`config.mk`:
```
export PLATFORM = sky130hd
export DESIGN_NAME = mem_arbiter
export DESIGN_NICKNAME = d
export VERILOG_FILES = /design/src/rtl/mem_arbiter_pkg.sv /design/src/rtl/mem_arbiter.sv
export SDC_FILE = /design/constraint.sdc
export NUM_CORES = 1
export LEC_CHECK = 0
export ABC_AREA = 1
export BUFFER_PORTS_ARGS = -buffer_cell sky130_fd_sc_hd__buf_2
export CORE_AREA = 2 2 107 109
export CTS_CLUSTER_DIAMETER = 200
export DETAILED_ROUTE_END_ITERATION = 7
export DIE_AREA = 0 0 109 111
export PLACE_DENSITY = 0.55
export RECOVER_POWER = 100
export SLEW_MARGIN = 30
export SYNTH_ARGS = -nofsm -noshare
export SYNTH_HDL_FRONTEND = slang
export SYNTH_SLANG_ARGS = --single-unit
```
`constraint.sdc`:
```
create_clock -name clk -period 1.8 [get_ports clk]
set_input_delay 0.36 -clock clk [delete_from_list [all_inputs] [get_ports clk]]
set_output_delay 0.36 -clock clk [all_outputs]
set_load 0.01 [all_outputs]
```
`src/rtl/mem_arbiter_pkg.sv`:
```
`default_nettype none
// ============================================================================
// Module   : mem_arbiter_pkg
// Brief    : Shared types and defaults for the fetch/data memory arbiter.
// Revision : 1.0 - initial release
// ============================================================================
package mem_arbiter_pkg;

    // Which requester owns the RAM read data arriving in the current cycle.
    typedef enum logic [1:0] {
        RESP_NONE = 2'd0,
        RESP_I    = 2'd1,
        RESP_D    = 2'd2
    } resp_owner_t;

    localparam int c_MAX_D_STREAK_DEFAULT = 4;

    localparam logic [31:0] c_WORD_MASK = 32'hFFFF_FFFC;

    function automatic logic [31:0] word_align(input logic [31:0] addr);
        return addr & c_WORD_MASK;
    endfunction

endpackage
`default_nettype wire

```
`src/rtl/mem_arbiter.sv`:
```
`default_nettype none
// ============================================================================
// Module   : mem_arbiter
// Brief    : Fetch/data arbiter onto one single-port synchronous RAM, with a
//            bounded data-port streak and a one-cycle response tag.
// Revision : 1.0 - initial release
// ============================================================================
module mem_arbiter
    import mem_arbiter_pkg::*;
#(
    parameter int MAX_D_STREAK = c_MAX_D_STREAK_DEFAULT
) (
    input  logic        clk,
    input  logic        rst,

    input  logic        i_req,
    input  logic [31:0] i_addr,
    input  logic        i_kill,
    output logic        i_gnt,
    output logic        i_rvalid,
    output logic [31:0] i_rdata,

    input  logic        d_req,
    input  logic [31:0] d_addr,
    input  logic [3:0]  d_we,
    input  logic [31:0] d_wdata,
    output logic        d_gnt,
    output logic        d_rvalid,
    output logic [31:0] d_rdata,

    output logic        m_en,
    output logic [31:0] m_addr,
    output logic [3:0]  m_we,
    output logic [31:0] m_wdata,
    input  logic [31:0] m_rdata
);

    localparam int c_STREAK_W = (MAX_D_STREAK > 0) ? $clog2(MAX_D_STREAK + 1) : 1;
    localparam logic [c_STREAK_W-1:0] c_STREAK_MAX = c_STREAK_W'(MAX_D_STREAK);

    logic [c_STREAK_W-1:0] r_streak;
    resp_owner_t           r_tag;
    logic                  r_run;

    logic w_streak_hit;
    logic w_i_gnt;
    logic w_d_gnt;
    logic w_d_read;

    // r_run gates grants so nothing is granted until the first edge after reset release.
    always_comb begin
        w_streak_hit = (r_streak == c_STREAK_MAX);
        w_d_gnt      = r_run && d_req && !(i_req && w_streak_hit);
        w_i_gnt      = r_run && i_req && !w_d_gnt;
        w_d_read     = w_d_gnt && (d_we == 4'b0000);
    end

    assign i_gnt = w_i_gnt;
    assign d_gnt = w_d_gnt;

    always_comb begin
        m_en    = 1'b0;
        m_addr  = 32'h0;
        m_we    = 4'h0;
        m_wdata = 32'h0;
        if (w_d_gnt) begin
            m_en    = 1'b1;
            m_addr  = word_align(d_addr);
            m_we    = d_we;
            m_wdata = d_wdata;
        end else if (w_i_gnt) begin
            m_en    = 1'b1;
            m_addr  = word_align(i_addr);
        end
    end

    always_ff @(posedge clk or negedge rst) begin
        if (!rst) begin
            r_streak <= '0;
        end else if (w_d_gnt && i_req) begin
            if (!w_streak_hit) begin
                r_streak <= r_streak + 1'b1;
            end
        end else begin
            r_streak <= '0;
        end
    end

    // Tag follows the current grant; a fetch squashed in its grant cycle never responds.
    always_ff @(posedge clk or negedge rst) begin
        if (!rst) begin
            r_tag <= RESP_NONE;
            r_run <= 1'b0;
        end else begin
            r_run <= 1'b1;
            if (w_i_gnt && !i_kill) begin
                r_tag <= RESP_I;
            end else if (w_d_read) begin
                r_tag <= RESP_D;
            end else begin
                r_tag <= RESP_NONE;
            end
        end
    end

    assign i_rvalid = (r_tag == RESP_I) && !i_kill;
    assign d_rvalid = (r_tag == RESP_D);
    assign i_rdata  = m_rdata;
    assign d_rdata  = m_rdata;

endmodule
`default_nettype wire

```
Yosys cells after proc, flatten, opt, wreduce, memory -nomap -nowiden
Index checks and enable logic that the tools add are counted.
- flip-flop bits (word level): 6
- latch bits: 0
- bits in writable memories: 0
- bits in read-only memories: 0
- output and inout port bits: 137
- word-level logic and storage cells: 31
- memories kept: 0
- add/sub/neg operators: 1
- multipliers: 0
- div/mod/pow operators: 0
- magnitude comparators: 0
- eq/ne operators: 4
- shift operators: 0
- muxes and demuxes: 10
- bitwise gates (word level): 0
- reductions and logical operators: 13
- operator list (kind ; number):
    2-to-1 mux 32 bit ; 3
    logical AND 1 bit ; 9
    2-to-1 mux 3 bit ; 2
    logical NOT 4 bit ; 1
    2-to-1 mux 2 bit ; 2
    2-to-1 mux 4 bit ; 1
    adder 3 x 1 -> 3 bit, second input constant ; 1
    == test 3 bit, second input constant ; 1
    logical NOT 1 bit ; 3
    == test 2 x 1 -> 1 bit, second input constant ; 1
    == test 2 bit, second input constant ; 1
    2-to-1 mux 1 bit ; 2
    != test 2 bit, second input constant ; 1

Depth between registers and ports, before layout
Gate-level depths: netlist of run 1.
- depth after elaboration: 8
- depth in mapped cells: 7

Worst setup path before layout of run 1
Ideal clock, no wire load.
- path type: flip-flop to output port
- start: reg r_streak[0]
- end: out m_wdata[25]
- arrival time: 1.194 ns
- data required time: 1.440 ns
- slack: 0.246 ns
- stages on the path, launching flop included: 8
- path buffers: 2
- path through: dfrtp_1 inv_1 ha_1 nand3_2 nand2_2 buf_6 buf_6 nor2_1
- longest elaborated chain between the ends: 5
- RTL lines (item ; line ; source):
    from (decl) ; mem_arbiter.sv:41 ; logic [c_STREAK_W-1:0] r_streak;
    from (signal assigned) ; mem_arbiter.sv:82 ; r_streak <= r_streak + 1'b1;
    == test 3 bit ; mem_arbiter.sv:52 ; w_streak_hit = (r_streak == c_STREAK_MAX);
    logical AND 1 bit ; mem_arbiter.sv:53 ; w_d_gnt = r_run && d_req && !(i_req && w_streak_hit);
    logical NOT 1 bit ; mem_arbiter.sv:53 ;
    logical AND 1 bit ; mem_arbiter.sv:53 ;
    2-to-1 mux 32 bit ; mem_arbiter.sv:66 ; if (w_d_gnt) begin
    to (decl) ; mem_arbiter.sv:34 ; output logic [31:0] m_wdata,
No other way between the ends.

Worst setup path after layout of run 1
- start: reg r_streak[0]
- end: out m_we[1]
- longest elaborated chain between the ends: 5
- RTL lines (item ; line ; source):
    == test 3 bit ; mem_arbiter.sv:52 ;
    logical AND 1 bit ; mem_arbiter.sv:53 ;
    logical NOT 1 bit ; mem_arbiter.sv:53 ;
    logical AND 1 bit ; mem_arbiter.sv:53 ;
    2-to-1 mux 4 bit ; mem_arbiter.sv:66 ;
    to (decl) ; mem_arbiter.sv:33 ; output logic [3:0] m_we,
No other way between the ends.

==> results of run 1 <==
[what timing repair did]
action                                  4_1_cts  5_1_grt
setup buffers                                 5        1
gates resized for setup                      33       32
endpoints found under the hold margin         6        0
pin swaps                                     4        3
hold buffers                                  1        0
endpoints found under the setup margin       68       68
gates cloned                                  2        2
[registers in the layout (all words and copies together) (netlist names)]
name,count
r_run,1
r_tag,2
r_streak,3
[per-layer routing]
| metal | up-vias | GRT usage | share of wire |
|---|---|---|---|
| li1 | 1000 | - | - |
| met1 | 857 | 0.102 | 0.39 |
| met2 | 110 | 0.150 | 0.48 |
| met3 | 35 | 0.0206 | 0.098 |
| met4 | 2 | 0.0402 | 0.035 |
| met5 | - | 0 | 0.0029 |
[Yosys cell counts]
library cell,number
sky130_fd_sc_hd__conb_1,2
sky130_fd_sc_hd__nand2_2,1
sky130_fd_sc_hd__xnor2_1,1
sky130_fd_sc_hd__dfrtp_1,6
sky130_fd_sc_hd__buf_6,2
sky130_fd_sc_hd__inv_1,43
sky130_fd_sc_hd__nor3_1,1
sky130_fd_sc_hd__nor2_1,42
sky130_fd_sc_hd__buf_4,69
sky130_fd_sc_hd__nand3_1,62
sky130_fd_sc_hd__inv_2,1
sky130_fd_sc_hd__ha_1,2
sky130_fd_sc_hd__nand2_1,35
sky130_fd_sc_hd__buf_2,8
sky130_fd_sc_hd__clkbuf_1,3
sky130_fd_sc_hd__nand3_2,1
[power breakdown]
group          internal [mW]  switching [mW]
registers              0.139         0.00164
clock network          0.285          0.0697
logic                  0.246           0.237
total                  0.670           0.308
[stage by stage]
stage                     hold slack, ns  instances  setup TNS (ns)  instance area, um2
after floorplan                   0.0644        280               0                1570
after global routing               0.308        534           -7.03                2610
after detailed placement           0.192        522               0                2120
after global placement             0.190        522               0                2120
after CTS                          0.306        532           -4.03                2450
final                              0.308        534           -1.61                2610
[critical path: stages, from the launching register on]
cell and delay (ns):
sky130_fd_sc_hd__dfrtp_1 0.37, sky130_fd_sc_hd__inv_1 0.06, sky130_fd_sc_hd__ha_2 0.18, sky130_fd_sc_hd__nand3_4 0.10, sky130_fd_sc_hd__nand2_8 0.15, sky130_fd_sc_hd__buf_12 0.12, sky130_fd_sc_hd__clkbuf_16 0.15, sky130_fd_sc_hd__nor2_1 0.04
sky130_fd_sc_hd__buf_2 0.13
[how the worst min path moves through the flow]
| stage | slack (ns) | to |
|---|---|---|
| 2_1_floorplan | 0.06 | r_run |
| 3_3_place_gp | 0.19 | r_tag[0] |
| 3_5_place_dp | 0.19 | r_tag[0] |
| 4_1_cts | 0.31 | r_tag[0] |
| 5_1_grt | 0.31 | r_tag[0] |
| 6_report | 0.31 | r_tag[0] |
[area by class of cell]
class	instances	share of cell area
repair buffers	190	0.459
clock buffers	3	0.0288
well taps	143	0.0686
inverters	44	0.0633
multi-input cells	148	0.323
flip-flops and latches	6	0.0576
[cell usage in the layout, fill, tap and decap left out, drive strengths merged]
cell / synthesis / final
buf: 79 / 184
clkbuf: 3 / 8
conb: 2 / 3
dfrtp: 6 / 6
dlygate4sd3: 0 / 1
ha: 2 / 2
inv: 44 / 44
nand2: 36 / 36
nand3: 63 / 63
nor2: 42 / 42
nor3: 1 / 1
xnor2: 1 / 1
[cells by family (layout without fill, tap and decap cells)]
| kind of cell | Yosys count | in the layout | synth area share |
|---|---|---|---|
| simple gates | 142 | 142 | 0.396 |
| buf+inv | 126 | 237 | 0.482 |
| flops | 6 | 6 | 0.0957 |
| fa+ha+maj | 2 | 2 | 0.0159 |
| other cells | 2 | 3 | 0.00479 |
| xor+xnor | 1 | 1 | 0.00558 |
==> results.py, run 1 <==
metrics = {
    "synth": {
        "synth.distinct_cells": 16,
        "synthDominantAreaCellType": "sky130_fd_sc_hd__buf_4",
        "ys_top_cells_by_area": "sky130_fd_sc_hd__buf_4 (33%), sky130_fd_sc_hd__nand3_1 (20%), sky130_fd_sc_hd__inv_1 (10%), sky130_fd_sc_hd__nor2_1 (10%), sky130_fd_sc_hd__dfrtp_1 (9.6%)",
        "syn_inst": 279,
        "syn_avg_cell_area_um2": 5.62,
        "ys.warnings.count": 0,
        "seq_cells_post_synth": 6,
        "synth_seq_area_share": 0.0957,
        "synth_top_area_share": 0.330,
        "syn_area_mm2": 0.00157,
    },
    "sta": {
        "finalCriticalPeriod_ns": 1.88,
        "post-route-worst-setup-slack_ns": -0.0816,
        "clock.fmax_mhz": 531,
        "maxSlewViolCount": 0,
        "finalSetupViolations": 42,
        "final.period_utilization": 1.05,
        "final.setup_skew_ns": 0.000430,
        "unrepaired_setup_endpoints_after_global_routing": "true",
        "timing_hold_violations_final": 0,
    },
    "worst_setup_path": {
        "critPathArrivalTime_ns": 1.52,
        "timing.reg2reg.worst_path_depth": 8,
        "critical_path.startpoint_type": "flip-flop",
        "crit_required_ns": 1.44,
        "cp-startpoint": "r_streak[0]",
        "timing.rr.end": "r_tag[0]",
        "regToRegSetupSlack_ns": 0.43,
        "path_class": "reg2out",
        "timing.critical_path.to": "m_we[1]",
        "crit_path_max_fanout": 6,
        "critical_path.reg2reg.startpoint": "r_streak[0]",
        "end_kind": "primary output",
    },
    "clock_tree": {
        "cts_root_buffer": "sky130_fd_sc_hd__clkbuf_16",
        "clockBufferDepth": 2,
        "tritoncts_num_sinks": 6,
        "clk-insertion-delay-late_ns": 0.23,
        "cts_buffers": 3,
        "clkSlewWorstSetupHoldPaths_ns": 0.03,
        "tritoncts": "built",
        "cts-htree-levels": 1,
    },
    "final_layout": {
        "seqCellArea_um2": 150,
        "nets": 532,
        "num_antenna_cells": 0,
        "multiInputGateArea_um2": 842,
        "fillerInstances": 1283,
        "post_route_cells_drive_above_1_share": 0.575,
        "layout-area-overhead-vs-synth_pct": 66.3,
        "layout.core_utilization": 0.236,
    },
    "grt": {
        "grt_pass1_wl_mm": 8.57,
        "grt_start_max_net_pins": 21,
        "global_route.overflow_total": 0,
        "first_global_vias": 1786,
        "grt_antenna_before_repair": 1,
        "grt_usage": 0.0880,
    },
    "routing": {
        "drc": 0,
        "drt-total-wl_mm": 5.89,
        "num_vias": 2004,
        "wire_per_inst_um": 11.0,
        "dr.pass1.iters": 4,
        "detail_route.iter0.violations": 55,
        "avgViaCountPerCell": 3.75,
        "route.antenna.remaining_nets": 0,
    },
    "power_and_ir_drop": {
        "power_density_mw_per_mm2": 375,
        "irDropWorstVdd_uv": 349,
        "report.power.total_uw": 978,
        "leakage_power_nw": 1.63,
    },
    "run_status": {
        "status": "complete, but fails checks",
        "violations": "setup timing",
    },
    "min_path": {
        "hp-class": "in2reg",
        "hold_path.startpoint": "i_kill",
        "worstHoldPathCells": 2,
    },
    "place": {
        "pre_cts_slack_ns": 0.0565,
        "placement.io_buffers": 171,
        "place_congestion": 0.688,
        "dp.final_hpwl_mm": 4.51,
    },
    "floorplan": {
        "std_cell_rows": 39,
        "starting_utilization_of_the_core_area": 0.142,
        "num_io_pins": 274,
        "placeableCoreArea_mm2": 0.0111,
        "floorplan.die.width_um": 109,
        "fp.dieArea_mm2": 0.0121,
        "die_h_um": 111,
    },
    "flow_run": {
        "maxCapViolations": 0,
    },
}
(Power assumes the default switching activity.)
==> run 2, diff against run 1 <==
MAX_ROUTING_LAYER = met4   (was not set)
==> results.py, run 2 (synthesized netlist as in run 1, its figures left out) <==
metrics = {
    "routing": {
        "drc": 0,
        "avgViaCountPerCell": 3.75,
        "drt-total-wl_mm": 5.90,
        "wire_per_inst_um": 11.0,
        "dr.pass1.iters": 4,
        "num_vias": 2004,
        "route.antenna.remaining_nets": 0,
        "detail_route.iter0.violations": 65,
    },
    "worst_setup_path": {
        "crit_required_ns": 1.44,
        "crit_chain": "inv_1 > ha_2 > nand3_4 > nand2_8 > buf_12 > clkbuf_16 > nor2_1 > buf_2",
        "critPathSlowestCell": "sky130_fd_sc_hd__dfrtp_1",
        "cpPeakStageDelay_ns": 0.37,
        "cp.buffers_inverters": 4,
        "crit_path_max_fanout": 6,
        "path_class": "reg2out",
        "critical_path.top_delay_family": "buffers and inverters",
        "critical_path.startpoint_type": "flip-flop",
        "critPathArrivalTime_ns": 1.52,
        "end_kind": "primary output",
    },
    "final_layout": {
        "nets": 532,
        "layout.core_utilization": 0.236,
        "largest_registers_in_the_final_layout": "r_streak: 3 flops, r_tag: 2 flops, r_run: 1 flops",
        "mostFrequentLayoutCell": "sky130_fd_sc_hd__buf_2",
        "fillerInstances": 1284,
        "largest_reg_flops": 3,
        "final_cell_mix": "sky130_fd_sc_hd__buf_2 (156), sky130_fd_sc_hd__nand3_1 (46), sky130_fd_sc_hd__inv_1 (41)",
        "layout-area-overhead-vs-synth_pct": 66.4,
        "post_route_cells_drive_above_1_share": 0.575,
        "max_flop_register": "r_streak",
    },
    "floorplan": {
        "std_cell_rows": 39,
        "num_io_pins": 274,
        "placeableCoreArea_mm2": 0.0111,
        "fp.dieArea_mm2": 0.0121,
        "die_h_um": 111,
        "floorplan.die.width_um": 109,
        "starting_utilization_of_the_core_area": 0.142,
    },
    "sta": {
        "clock.fmax_mhz": 531,
        "finalSetupViolations": 42,
        "post-route-worst-setup-slack_ns": -0.0815,
        "final.period_utilization": 1.05,
        "finalCriticalPeriod_ns": 1.88,
        "maxSlewViolCount": 0,
        "unrepaired_setup_endpoints_after_global_routing": "true",
        "final.setup_skew_ns": 0.000430,
        "timing_hold_violations_final": 0,
        "total_negative_setup_slack_ns": -1.59,
    },
    "run_status": {
        "status": "complete, but fails checks",
        "violations": "setup timing",
    },
    "grt": {
        "first_global_vias": 1787,
        "global_route.overflow_total": 0,
        "grt_antenna_before_repair": 1,
        "grt_start_max_net_pins": 21,
        "grt_pass1_wl_mm": 8.58,
        "grt_usage": 0.0905,
    },
    "clock_tree": {
        "tritoncts": "built",
        "cts_buffers": 3,
        "clk-insertion-delay-late_ns": 0.23,
        "tritoncts_num_sinks": 6,
        "cts_root_buffer": "sky130_fd_sc_hd__clkbuf_16",
        "clkSlewWorstSetupHoldPaths_ns": 0.03,
        "cts-htree-levels": 1,
        "clockBufferDepth": 2,
    },
    "flow_run": {
        "maxCapViolations": 0,
    },
    "place": {
        "pre_cts_slack_ns": 0.0565,
        "dp.final_hpwl_mm": 4.51,
        "place_congestion": 0.695,
        "placement.io_buffers": 171,
    },
    "power_and_ir_drop": {
        "irDropWorstVdd_uv": 349,
        "report.power.total_uw": 978,
        "power_density_mw_per_mm2": 374,
        "leakage_power_nw": 1.63,
    },
    "min_path": {
        "hp-class": "in2reg",
    },
}
==> run 2: path summary, 6_finish.rpt <==
| path | depth (start not counted) | slack, ns | to | from |
|---|---|---|---|---|
| max in group asynchronous | 2 | 1.01 | r_streak[0] | rst |
| max reg2reg | 8 | 0.43 | r_tag[0] | r_streak[0] |
| min | 2 | 0.31 | r_tag[0] | i_kill |
| min in group asynchronous | 2 | 0.55 | r_streak[1] | rst |
| min reg2reg | 2 | 0.52 | r_streak[0] | r_streak[0] |
| max | 8 | -0.08 | m_we[1] | r_streak[0] |
==> run 2: routing by layer <==
layer	track usage	wire (um)	vias to the layer above
li1	-	-	1001
met1	0.104	2350	859
met2	0.150	2820	110
met3	0.0182	525	34
met4	0.0402	205	0
met5	-	0	-
==> run 2: through the flow <==
step,cells,hold slack (ns),cell area (um2)
after detailed placement,522,0.192,2120
after global placement,522,0.190,2120
after global routing,535,0.308,2610
after CTS,532,0.306,2450
after floorplan,280,0.0644,1570
final,535,0.309,2610
==> run 2: cell type report <==
class	count	area (um2)	share of cell area
antenna	1	2.50	0.000958
clock buffer	3	75.1	0.0287
sequential	6	150	0.0575
tap	143	179	0.0685
inverter	44	165	0.0632
multi-input combinational	148	842	0.322
timing repair buffer	190	1200	0.459
==> run 2: repair_timing <==
item                       CTS  global route
pin swaps                    4             3
buffers inserted             5             1
gates cloned                 2             2
resized for setup           33            32
hold buffers                 1             0
hold endpoints to repair     6             0
setup endpoints to repair   68            68
==> run 2: report_power, final <==
group / switching (mW) / internal, mW / total [mW]
sequential: 0.00164 / 0.139 / 0.141
clock: 0.0697 / 0.285 / 0.354
combinational: 0.237 / 0.246 / 0.483
total: 0.308 / 0.670 / 0.978
==> run 3, diff against run 2 <==
CELL_PAD_IN_SITES_DETAIL_PLACEMENT = 1   (was not set)
CELL_PAD_IN_SITES_GLOBAL_PLACEMENT = 1   (was not set)
CORE_AREA = 2 2 90 135   (was 2 2 107 109)
DIE_AREA = 0 0 92 137   (was 0 0 109 111)
PLACE_DENSITY = 0.85   (was 0.55)
==> results.py, run 3 (synthesized netlist as in run 1, its figures left out) <==
metrics = {
    "routing": {
        "route.antenna.remaining_nets": 0,
        "wire_per_inst_um": 14.9,
        "dr.pass1.iters": 3,
        "avgViaCountPerCell": 3.94,
        "drt-total-wl_mm": 8.05,
        "detail_route.iter0.violations": 51,
        "drc": 0,
        "num_vias": 2129,
    },
    "floorplan": {
        "floorplan.die.width_um": 92,
        "placeableCoreArea_mm2": 0.0114,
        "num_io_pins": 274,
        "std_cell_rows": 48,
        "starting_utilization_of_the_core_area": 0.138,
        "fp.dieArea_mm2": 0.0126,
        "die_h_um": 137,
    },
    "worst_setup_path": {
        "critPathArrivalTime_ns": 1.54,
        "crit_path_max_fanout": 10,
        "cp-startpoint": "r_streak[0]",
        "regToRegSetupSlack_ns": 0.47,
        "path_class": "reg2out",
        "timing.reg2reg.worst_path_depth": 7,
        "critical_path.reg2reg.startpoint": "r_streak[0]",
        "critical_path.startpoint_type": "flip-flop",
        "crit_required_ns": 1.44,
        "end_kind": "primary output",
        "timing.rr.end": "r_tag[1]",
    },
    "final_layout": {
        "mostFrequentLayoutCell": "sky130_fd_sc_hd__buf_2",
        "seqCellArea_um2": 150,
        "final_cell_mix": "sky130_fd_sc_hd__buf_2 (156), sky130_fd_sc_hd__nand3_1 (55), sky130_fd_sc_hd__inv_1 (42)",
        "multiInputGateArea_um2": 787,
        "layout-area-overhead-vs-synth_pct": 64.3,
        "post_route_cells_drive_above_1_share": 0.533,
        "nets": 531,
        "largest_reg_flops": 3,
        "largest_registers_in_the_final_layout": "r_streak: 3 flops, r_tag: 2 flops, r_run: 1 flops",
        "max_flop_register": "r_streak",
        "fillerInstances": 1489,
    },
    "place": {
        "place_congestion": 0.685,
        "placement.io_buffers": 171,
        "pre_cts_slack_ns": 0.0594,
        "dp.final_hpwl_mm": 6.09,
    },
    "clock_tree": {
        "tritoncts": "built",
        "clockBufferDepth": 2,
        "cts_buffers": 3,
        "cts-htree-levels": 1,
        "clk-insertion-delay-late_ns": 0.23,
        "clkSlewWorstSetupHoldPaths_ns": 0.03,
        "cts_root_buffer": "sky130_fd_sc_hd__clkbuf_16",
        "tritoncts_num_sinks": 6,
    },
    "run_status": {
        "status": "complete, but fails checks",
        "violations": "setup timing",
    },
    "grt": {
        "grt_usage": 0.116,
        "grt_pass1_wl_mm": 10.8,
        "grt_start_max_net_pins": 30,
        "global_route.overflow_total": 0,
        "first_global_vias": 2033,
        "grt_antenna_before_repair": 1,
    },
    "sta": {
        "total_negative_setup_slack_ns": -3.01,
        "unrepaired_setup_endpoints_after_global_routing": "true",
        "final.setup_skew_ns": 0.00379,
        "maxSlewViolCount": 0,
        "finalSetupViolations": 51,
        "final.period_utilization": 1.05,
        "post-route-worst-setup-slack_ns": -0.0976,
        "timing_hold_violations_final": 0,
        "hold_slack_ns": 0.312,
        "clock.fmax_mhz": 527,
        "finalCriticalPeriod_ns": 1.90,
    },
    "power_and_ir_drop": {
        "irDropWorstVdd_uv": 547,
        "power_density_mw_per_mm2": 387,
        "leakage_power_nw": 1.63,
    },
    "min_path": {
        "hold_path.startpoint": "i_kill",
        "min_to": "r_tag[0]",
        "hp-class": "in2reg",
        "worstHoldPathCells": 2,
    },
    "flow_run": {
        "maxCapViolations": 0,
    },
}
-- run 3: cell count changes in the layout (fill, tap and decap cells not counted), sizes merged --
cell    previous run  this run
buf              184       182
clkbuf             8         9
-- run 3: cell type report --
class	instances	area share
Inverter	44	0.0650
Tap cell	150	0.0728
Sequential cell	6	0.0583
Multi-Input combinational cell	148	0.305
Clock buffer	3	0.0291
Antenna cell	1	0.000971
Timing Repair Buffer	189	0.468
-- run 3: how the worst max path moves through the flow --
| stage | to | depth (start not counted) |
|---|---|---|
| 2_1_floorplan | m_wdata[25] | 7 |
| 3_3_place_gp | m_addr[9] | 8 |
| 3_5_place_dp | m_addr[9] | 8 |
| 4_1_cts | m_addr[19] | 8 |
| 5_1_grt | m_wdata[7] | 8 |
| 6_report | m_wdata[5] | 8 |
-- run 3: stage by stage --
| step | util | power (mW) | instance area (um2) | cells |
|---|---|---|---|---|
| 6_report | 0.226 | 0.996 | 2580 | 541 |
| 3_5_place_dp | 0.187 | 0.551 | 2130 | 527 |
| 4_1_cts | 0.210 | 0.969 | 2400 | 538 |
| 5_1_grt | 0.226 | 1.06 | 2580 | 541 |
| 3_3_place_gp | 0.187 | 0.542 | 2130 | 527 |
| 2_1_floorplan | - | 0.469 | 1570 | 280 |
-- run 3: worst max-delay path, stage by stage (launching register included) --
cell and delay (ns):
sky130_fd_sc_hd__dfrtp_1 0.36, sky130_fd_sc_hd__inv_1 0.07, sky130_fd_sc_hd__ha_2 0.18, sky130_fd_sc_hd__nand3_4 0.10
sky130_fd_sc_hd__nand2_8 0.13, sky130_fd_sc_hd__buf_12 0.14, sky130_fd_sc_hd__buf_16 0.13, sky130_fd_sc_hd__nor2_1 0.04
sky130_fd_sc_hd__buf_2 0.14
-- run 3: repair_timing --
action                     in CTS  in global routing
gates cloned                    3                  2
buffers inserted                4                  1
setup endpoints to repair      68                 68
hold buffers                    1                  0
gates resized for setup        16                 29
pin swaps                       1                  2
hold endpoints to repair        6                  0
-- run 3: layer usage --
layer,track usage,vias to the layer above,part of all wire
met1,0.101,931,0.31
met4,0.0904,0,0.070
met2,0.211,141,0.51
met3,0.0292,60,0.11
met5,-,-,0
li1,-,997,-
-- run 3: power by group --
group	internal [mW]	total [mW]	switching, mW
logic	0.243	0.491	0.248
registers	0.139	0.141	0.00171
clock network	0.285	0.364	0.0790
